`config.mk`:
```
export PLATFORM = sky130hd
export DESIGN_NAME = nnet_frame_arbiter_flat
export DESIGN_NICKNAME = d
export VERILOG_FILES = /design/src/rtl/nnet_frame_arbiter_if.sv /design/src/rtl/nnet_frame_arbiter.sv /design/src/flat_wrapper.sv
export SDC_FILE = /design/constraint.sdc
export NUM_CORES = 1
export LEC_CHECK = 0
export CAP_MARGIN = 25
export CELL_PAD_IN_SITES_DETAIL_PLACEMENT = 1
export CELL_PAD_IN_SITES_GLOBAL_PLACEMENT = 2
export CORE_MARGIN = 8
export CORE_UTILIZATION = 24
export CTS_CLUSTER_DIAMETER = 200
export DETAILED_ROUTE_END_ITERATION = 10
export PLACE_DENSITY_LB_ADDON = 0.05
export SLEW_MARGIN = 20
export SYNTH_ARGS = -nofsm -noshare
export SYNTH_HDL_FRONTEND = slang
export SYNTH_SLANG_ARGS = --single-unit
export TNS_END_PERCENT = 100
```
`constraint.sdc`:
```
create_clock -name clk -period 3.2 [get_ports clk]
set_clock_uncertainty 0.2 [all_clocks]
set_input_delay 0.64 -clock clk [delete_from_list [all_inputs] [get_ports clk]]
set_output_delay 0.64 -clock clk [all_outputs]
set_load 0.01 [all_outputs]
```
`src/rtl/nnet_frame_arbiter_if.sv`:
```
// Stream bundle between nnet_frame_arbiter, its two requesters and the shared core.
// master is the arbiter's view; slave is the surrounding requesters/core.
interface nnet_frame_arbiter_if #(
    parameter int unsigned WIDTH = 32
);
    logic [WIDTH-1:0] i0_tdata;
    logic             i0_tlast;
    logic             i0_tvalid;
    logic             i0_tready;

    logic [WIDTH-1:0] i1_tdata;
    logic             i1_tlast;
    logic             i1_tvalid;
    logic             i1_tready;

    logic [WIDTH-1:0] o0_tdata;
    logic             o0_tlast;
    logic             o0_tvalid;
    logic             o0_tready;

    logic [WIDTH-1:0] o1_tdata;
    logic             o1_tlast;
    logic             o1_tvalid;
    logic             o1_tready;

    logic [WIDTH-1:0] m_axis_tdata;
    logic             m_axis_tvalid;
    logic             m_axis_tready;

    logic [WIDTH-1:0] s_axis_tdata;
    logic             s_axis_tvalid;
    logic             s_axis_tready;

    modport master (
        input  i0_tdata, i0_tlast, i0_tvalid,
        output i0_tready,
        input  i1_tdata, i1_tlast, i1_tvalid,
        output i1_tready,
        output o0_tdata, o0_tlast, o0_tvalid,
        input  o0_tready,
        output o1_tdata, o1_tlast, o1_tvalid,
        input  o1_tready,
        output m_axis_tdata, m_axis_tvalid,
        input  m_axis_tready,
        input  s_axis_tdata, s_axis_tvalid,
        output s_axis_tready
    );

    modport slave (
        output i0_tdata, i0_tlast, i0_tvalid,
        input  i0_tready,
        output i1_tdata, i1_tlast, i1_tvalid,
        input  i1_tready,
        input  o0_tdata, o0_tlast, o0_tvalid,
        output o0_tready,
        input  o1_tdata, o1_tlast, o1_tvalid,
        output o1_tready,
        input  m_axis_tdata, m_axis_tvalid,
        output m_axis_tready,
        output s_axis_tdata, s_axis_tvalid,
        input  s_axis_tready
    );
endinterface

```
`src/rtl/nnet_frame_arbiter.sv`:
```
// Round-robin frame arbiter sharing one neural-net core between two requesters.
// Forces exact input/output frame sizes (pad short, drop long) and generates result tlast.
module nnet_frame_arbiter #(
    parameter int unsigned WIDTH  = 32,
    parameter int unsigned SIZE_W = 16
) (
    input  logic                  clk,
    input  logic                  reset,
    input  logic                  clear,
    input  logic [SIZE_W-1:0]     nnet_size_in,
    input  logic [SIZE_W-1:0]     nnet_size_out,
    nnet_frame_arbiter_if.master  bus,
    output logic                  grant,
    output logic                  busy,
    output logic                  err_short,
    output logic                  err_long
);

    typedef enum logic [1:0] {
        IDLE = 2'd0,
        RUN  = 2'd1,
        DONE = 2'd2
    } state_t;

    state_t            state_q, state_d;
    logic [SIZE_W-1:0] size_in_q, size_in_d;
    logic [SIZE_W-1:0] size_out_q, size_out_d;
    logic [SIZE_W-1:0] in_cnt_q, in_cnt_d;
    logic [SIZE_W-1:0] out_cnt_q, out_cnt_d;
    logic              grant_d;
    logic              prio_q, prio_d;
    logic              pad_q, pad_d;
    logic              eof_q, eof_d;
    logic              err_short_d, err_long_d;

    // Granted-requester views of the input stream and result ready
    logic [WIDTH-1:0]  sel_tdata;
    logic              sel_tlast;
    logic              sel_tvalid;
    logic              sel_o_tready;

    // Internal stream controls, steered to the granted requester below
    logic [WIDTH-1:0]  feed_tdata;
    logic              feed_tvalid;
    logic              in_tready;
    logic [WIDTH-1:0]  res_tdata;
    logic              res_tvalid;
    logic              res_tlast;
    logic              res_tready;

    always_comb begin
        sel_tdata    = grant ? bus.i1_tdata  : bus.i0_tdata;
        sel_tlast    = grant ? bus.i1_tlast  : bus.i0_tlast;
        sel_tvalid   = grant ? bus.i1_tvalid : bus.i0_tvalid;
        sel_o_tready = grant ? bus.o1_tready : bus.o0_tready;
    end

    // Next-state and stream control
    always_comb begin
        state_d     = state_q;
        size_in_d   = size_in_q;
        size_out_d  = size_out_q;
        in_cnt_d    = in_cnt_q;
        out_cnt_d   = out_cnt_q;
        grant_d     = grant;
        prio_d      = prio_q;
        pad_d       = pad_q;
        eof_d       = eof_q;
        err_short_d = err_short;
        err_long_d  = err_long;
        feed_tdata  = '0;
        feed_tvalid = 1'b0;
        in_tready   = 1'b0;
        res_tdata   = '0;
        res_tvalid  = 1'b0;
        res_tlast   = 1'b0;
        res_tready  = 1'b0;

        case (state_q)
            IDLE: begin
                if ((nnet_size_in != '0) && (nnet_size_out != '0) &&
                    (bus.i0_tvalid || bus.i1_tvalid)) begin
                    // prio 0: take 0 unless only 1 is valid; prio 1: the mirror
                    grant_d    = prio_q ? bus.i1_tvalid : !bus.i0_tvalid;
                    size_in_d  = nnet_size_in;
                    size_out_d = nnet_size_out;
                    in_cnt_d   = '0;
                    out_cnt_d  = '0;
                    pad_d      = 1'b0;
                    eof_d      = 1'b0;
                    state_d    = RUN;
                end
            end

            RUN: begin
                if (in_cnt_q < size_in_q) begin
                    if (pad_q) begin
                        feed_tvalid = 1'b1;
                        if (bus.m_axis_tready) begin
                            in_cnt_d = in_cnt_q + SIZE_W'(1);
                        end
                    end else begin
                        feed_tdata  = sel_tdata;
                        feed_tvalid = sel_tvalid;
                        in_tready   = bus.m_axis_tready;
                        if (sel_tvalid && bus.m_axis_tready) begin
                            in_cnt_d = in_cnt_q + SIZE_W'(1);
                            if (sel_tlast) begin
                                eof_d = 1'b1;
                                if ((in_cnt_q + SIZE_W'(1)) < size_in_q) begin
                                    pad_d       = 1'b1;
                                    err_short_d = 1'b1;
                                end
                            end
                        end
                    end
                end else if (!eof_q) begin
                    // Frame ran long: swallow words up to and including tlast
                    in_tready = 1'b1;
                    if (sel_tvalid) begin
                        err_long_d = 1'b1;
                        if (sel_tlast) begin
                            eof_d = 1'b1;
                        end
                    end
                end

                if (out_cnt_q < size_out_q) begin
                    res_tready = sel_o_tready;
                    res_tvalid = bus.s_axis_tvalid;
                    res_tdata  = bus.s_axis_tdata;
                    res_tlast  = (out_cnt_q == (size_out_q - SIZE_W'(1)));
                    if (bus.s_axis_tvalid && sel_o_tready) begin
                        out_cnt_d = out_cnt_q + SIZE_W'(1);
                    end
                end

                if ((in_cnt_d == size_in_q) && eof_d && (out_cnt_d == size_out_q)) begin
                    state_d = DONE;
                end
            end

            DONE: begin
                prio_d  = !grant;
                state_d = IDLE;
            end

            default: begin
                state_d = IDLE;
            end
        endcase
    end

    always_ff @(posedge clk or posedge reset) begin
        if (reset) begin
            state_q    <= IDLE;
            size_in_q  <= '0;
            size_out_q <= '0;
            in_cnt_q   <= '0;
            out_cnt_q  <= '0;
            grant      <= 1'b0;
            prio_q     <= 1'b0;
            pad_q      <= 1'b0;
            eof_q      <= 1'b0;
            err_short  <= 1'b0;
            err_long   <= 1'b0;
        end else if (clear) begin
            // Abort the frame in flight; error history survives
            state_q    <= IDLE;
            size_in_q  <= '0;
            size_out_q <= '0;
            in_cnt_q   <= '0;
            out_cnt_q  <= '0;
            grant      <= 1'b0;
            prio_q     <= 1'b0;
            pad_q      <= 1'b0;
            eof_q      <= 1'b0;
        end else begin
            state_q    <= state_d;
            size_in_q  <= size_in_d;
            size_out_q <= size_out_d;
            in_cnt_q   <= in_cnt_d;
            out_cnt_q  <= out_cnt_d;
            grant      <= grant_d;
            prio_q     <= prio_d;
            pad_q      <= pad_d;
            eof_q      <= eof_d;
            err_short  <= err_short_d;
            err_long   <= err_long_d;
        end
    end

    assign busy = (state_q != IDLE);

    assign bus.m_axis_tdata  = feed_tdata;
    assign bus.m_axis_tvalid = feed_tvalid;
    assign bus.s_axis_tready = res_tready;

    assign bus.i0_tready = in_tready && !grant;
    assign bus.i1_tready = in_tready &&  grant;

    assign bus.o0_tdata  = grant ? '0 : res_tdata;
    assign bus.o0_tvalid = res_tvalid && !grant;
    assign bus.o0_tlast  = res_tlast  && !grant;
    assign bus.o1_tdata  = grant ? res_tdata : '0;
    assign bus.o1_tvalid = res_tvalid &&  grant;
    assign bus.o1_tlast  = res_tlast  &&  grant;

endmodule

```
`src/flat_wrapper.sv`:
```
// flat-port wrapper written by rule: the top's interface ports become plain ports
module nnet_frame_arbiter_flat 
#(
    parameter int unsigned WIDTH  = 32,
    parameter int unsigned SIZE_W = 16
)
  (clk, reset, clear, nnet_size_in, nnet_size_out, grant, busy, err_short, err_long, bus_i0_tdata, bus_i0_tlast, bus_i0_tvalid, bus_i0_tready, bus_i1_tdata, bus_i1_tlast, bus_i1_tvalid, bus_i1_tready, bus_o0_tdata, bus_o0_tlast, bus_o0_tvalid, bus_o0_tready, bus_o1_tdata, bus_o1_tlast, bus_o1_tvalid, bus_o1_tready, bus_m_axis_tdata, bus_m_axis_tvalid, bus_m_axis_tready, bus_s_axis_tdata, bus_s_axis_tvalid, bus_s_axis_tready);
  nnet_frame_arbiter_if #(.WIDTH(WIDTH)) bus_i ();
  input  logic clk;
  input  logic reset;
  input  logic clear;
  input  logic [SIZE_W-1:0] nnet_size_in;
  input  logic [SIZE_W-1:0] nnet_size_out;
  output logic grant;
  output logic busy;
  output logic err_short;
  output logic err_long;
  input wire logic [$bits(bus_i.i0_tdata)-1:0] bus_i0_tdata;
  input wire logic [$bits(bus_i.i0_tlast)-1:0] bus_i0_tlast;
  input wire logic [$bits(bus_i.i0_tvalid)-1:0] bus_i0_tvalid;
  output wire logic [$bits(bus_i.i0_tready)-1:0] bus_i0_tready;
  input wire logic [$bits(bus_i.i1_tdata)-1:0] bus_i1_tdata;
  input wire logic [$bits(bus_i.i1_tlast)-1:0] bus_i1_tlast;
  input wire logic [$bits(bus_i.i1_tvalid)-1:0] bus_i1_tvalid;
  output wire logic [$bits(bus_i.i1_tready)-1:0] bus_i1_tready;
  output wire logic [$bits(bus_i.o0_tdata)-1:0] bus_o0_tdata;
  output wire logic [$bits(bus_i.o0_tlast)-1:0] bus_o0_tlast;
  output wire logic [$bits(bus_i.o0_tvalid)-1:0] bus_o0_tvalid;
  input wire logic [$bits(bus_i.o0_tready)-1:0] bus_o0_tready;
  output wire logic [$bits(bus_i.o1_tdata)-1:0] bus_o1_tdata;
  output wire logic [$bits(bus_i.o1_tlast)-1:0] bus_o1_tlast;
  output wire logic [$bits(bus_i.o1_tvalid)-1:0] bus_o1_tvalid;
  input wire logic [$bits(bus_i.o1_tready)-1:0] bus_o1_tready;
  output wire logic [$bits(bus_i.m_axis_tdata)-1:0] bus_m_axis_tdata;
  output wire logic [$bits(bus_i.m_axis_tvalid)-1:0] bus_m_axis_tvalid;
  input wire logic [$bits(bus_i.m_axis_tready)-1:0] bus_m_axis_tready;
  input wire logic [$bits(bus_i.s_axis_tdata)-1:0] bus_s_axis_tdata;
  input wire logic [$bits(bus_i.s_axis_tvalid)-1:0] bus_s_axis_tvalid;
  output wire logic [$bits(bus_i.s_axis_tready)-1:0] bus_s_axis_tready;
  assign bus_i.i0_tdata = bus_i0_tdata;
  assign bus_i.i0_tlast = bus_i0_tlast;
  assign bus_i.i0_tvalid = bus_i0_tvalid;
  assign bus_i0_tready = bus_i.i0_tready;
  assign bus_i.i1_tdata = bus_i1_tdata;
  assign bus_i.i1_tlast = bus_i1_tlast;
  assign bus_i.i1_tvalid = bus_i1_tvalid;
  assign bus_i1_tready = bus_i.i1_tready;
  assign bus_o0_tdata = bus_i.o0_tdata;
  assign bus_o0_tlast = bus_i.o0_tlast;
  assign bus_o0_tvalid = bus_i.o0_tvalid;
  assign bus_i.o0_tready = bus_o0_tready;
  assign bus_o1_tdata = bus_i.o1_tdata;
  assign bus_o1_tlast = bus_i.o1_tlast;
  assign bus_o1_tvalid = bus_i.o1_tvalid;
  assign bus_i.o1_tready = bus_o1_tready;
  assign bus_m_axis_tdata = bus_i.m_axis_tdata;
  assign bus_m_axis_tvalid = bus_i.m_axis_tvalid;
  assign bus_i.m_axis_tready = bus_m_axis_tready;
  assign bus_i.s_axis_tdata = bus_s_axis_tdata;
  assign bus_i.s_axis_tvalid = bus_s_axis_tvalid;
  assign bus_s_axis_tready = bus_i.s_axis_tready;
  nnet_frame_arbiter #(.WIDTH(WIDTH), .SIZE_W(SIZE_W)) u_core (.clk(clk), .reset(reset), .clear(clear), .nnet_size_in(nnet_size_in), .nnet_size_out(nnet_size_out), .bus(bus_i), .grant(grant), .busy(busy), .err_short(err_short), .err_long(err_long));
endmodule
```
==> results of run 1 <==
[power by group]
part	switching, W	internal [W]
Sequential	0.0000281	0.000946
Clock	0.000458	0.000725
Combinational	0.000791	0.000971
[registers in the layout, indices dropped and copies added (netlist names)]
| register | flops |
|---|---|
| u_core.grant | 1 |
| u_core.eof_q | 1 |
| u_core.size_out_q | 16 |
| u_core.size_in_q | 16 |
| u_core.err_short | 1 |
| u_core.out_cnt_q | 16 |
| u_core.err_long | 1 |
| u_core.in_cnt_q | 16 |
| u_core.prio_q | 1 |
| u_core.state_q | 2 |
| u_core.pad_q | 1 |
[final timing paths]
kind,to,slack [ps],depth (start not counted)
worst max-delay path,bus_m_axis_tdata[30],-610,12
worst min-delay path,u_core.err_short,280,2
worst max register to register,u_core.state_q[0],-490,12
worst min register to register,u_core.err_short,280,2
max in group asynchronous,u_core.size_out_q[3],1790,3
min in group asynchronous,u_core.size_in_q[14],460,2
[kinds of logic (layout without fill, tap and decap cells)]
family,count (synthesis),in the layout,synth area share [%]
xor gates and xnor gates,68,68,8.053
AOI/OAI and AO/OA,182,182,15.73
DFF,72,72,24.36
buffers and inverters,104,596,5.650
and+or+nand+nor,394,394,28.39
adders and majority gates,49,49,8.290
muxes,70,70,9.525
[per-layer routing]
metal,GRT usage (%),vias to the layer above,share of wire (%)
met4,5.151,0,1.8
met1,27.51,4264,47
met5,0,-,0
met3,5.181,35,7.0
met2,32.83,298,44
li1,-,4303,-
[stage by stage]
step	hold WS (ps)	worst slack [ps]	std cells	instance area [um2]
after floorplan	295.7	-39.11	939	7616
after global placement	283.5	-885.3	1748	12090
after detailed placement	266.0	-810.1	1748	12090
after CTS	285.1	-684.8	1822	13430
after global routing	301.7	-717.6	1827	14120
final	281.0	-611.0	1827	14120
[worst min-delay path, cell delays in order, from the launching register on]
cell	delay, ps
dfrtp_1	350
inv_1	50
o41ai_2	50
[cells in the mapped netlist, drive strengths merged, types with 9 or more instances]
cell and instances:
and2 72, nand4 23, dfrtp 72, o21ai 65, xor2 30, mux2i 67
or3 11, o31ai 10, buf 20, a21oi 39, nand2 57, ha 49
nand3 26, and3 10, nor3 23, a31oi 9, clkbuf 37, xnor2 38
a21o 10, nor2 118, inv 47, nor4 21
[repair_timing]
action,in CTS,in global routing
gates resized for setup,613,169
gates cloned,6,0
setup buffers,54,9
pin swaps,52,81
setup endpoints to repair,111,118
[area by class of cell]
cell class / instances / area (um2)
clock buffer: 11 / 252.7
timing repair buffer: 533 / 5253
inverter: 47 / 177.7
multi-input combinational: 763 / 6052
sequential: 72 / 1807
tap: 396 / 495.5
clock inverter: 5 / 78.83
fill: 3442 / 16390
==> qor.yml, run 1 <==
placed_design:
  gp_congestion: 0.8582
  hpwl_um: 29870
  io_buffer_count: 246
layout:
  area_delta_synth_final_pct: 90.86
  antennaDiodeCount: 0
  nNetsFinal: 1614
  layout_commonest_cell: "buf_4"
  finish.utilization_pct: 46.27
  drive_above_1_share_pct: 42.56
  final_cell_mix: "212 x buf_4, 148 x buf_6, 141 x clkdlybuf4s50_1"
die:
  die_w_um: 191.5
  coreArea_mm2: 0.03051
  pin_count: 247
  rows: 64
  dieArea_mm2: 0.03669
  start_util_pct: 24.24
  die_h_um: 191.5
cts:
  cts_hold_buffers: 0
  clock_path_buffers: 2
  cts_tree: "done"
  htree_levels: 3
  clkSinkCount: 72
  clk_latency_ps: 360
  root_buffer: "clkbuf_16"
  cts.clk_slew.worst_paths_ps: 70
  numCtsBuffers: 9
timing:
  finalSetupViolations: 108
  setup_ws_ps: -611.0
  fin_crit_sh_pct: 119.1
  hold_viol: 0
  fmax_mhz: 262.4
  rsz0062_at_grt: "yes"
  timing.final.crit_period_ps: 3811
  fin_tns_setup_ps: -49100
  slew_headroom_pct: 48.18
  finalMaxSlewViolations: 0
  worst_pin_slew_ps: 767.3
logic_synthesis:
  synth_warnings: 0
  synth_top_area_cell: "dfrtp_1"
  synth_edf_count: 0
  synthFlopType: "dfrtp_1"
  synth_cell_types: 75
  synth.avg_cell_area_um2: 7.876
  ys_seq_area_share_pct: 24.36
  synth_area_leaders: "dfrtp_1 24%, mux2i_1 9.1%, ha_1 8.3%"
  synth_top_area_share_pct: 24.36
  async_flop_share_pct: 100.0
  syn_inst: 939
  syn-num-nets: 1127
  synthesis.area_mm2: 0.007396
  ys_seq_elements: 72
critical_path:
  cp-end-kind: "output port"
  cpPeakStageDelay_ps: 460
  r2r-start: "u_core.out_cnt_q[13]"
  cp-start-kind: "flop"
  cp_slowest_cell: "a2111o_1"
  path_buf_inv: 6
  crit_chain: "inv_2, ha_4, a2111o_1, nand4_1, buf_4, nand4_1, or3_4, buf_12, buf_12, buf_6, nor2_4, buf_6"
  arrival_ps: 2970
  startpoint: "u_core.size_in_q[1]"
  cp_top_family: "simple AND/OR/NAND/NOR gates"
  critical_path_required_ps: 2360
  cp_max_fo: 7
  critical_path_class: "flop to output port"
pwr:
  p_leak_nw: 6.404
  power_w: 0.003919
  irDropWorstVdd_uv: 247.4
  power.density_mw_per_mm2: 277.6
route:
  finalWirelength_um: 38230
  wire_per_inst_um: 20.93
  detail_route.iter0.violations: 299
  firstDrtPassIters: 4
  via_per_inst: 4.871
  drc: 0
  ant_nets: 0
  vias: 8900
global_route:
  globalRouteOverflowTotal: 0
  grt_pass1_wl_um: 58090
  first_global_vias: 9697
  grtUsageTotal_pct: 20.63
  grt_antenna_before_repair: 0
  grt_max_degree: 38
run_status:
  status: "finished with violations"
  failed_checks: "negative setup slack"
min_path:
  hp-class: "flop to flop"
  hp-start: "u_core.err_short"
flow_run:
  drv_cap: 0
No activity file was read; power rests on OpenSTA's default activity.
==> run 2, diff against run 1 <==
Settings changed: SLEW_MARGIN 20 to 0.
==> results of run 2 <==
No change in the layout: final DEF, timing and power equal those of run 1.
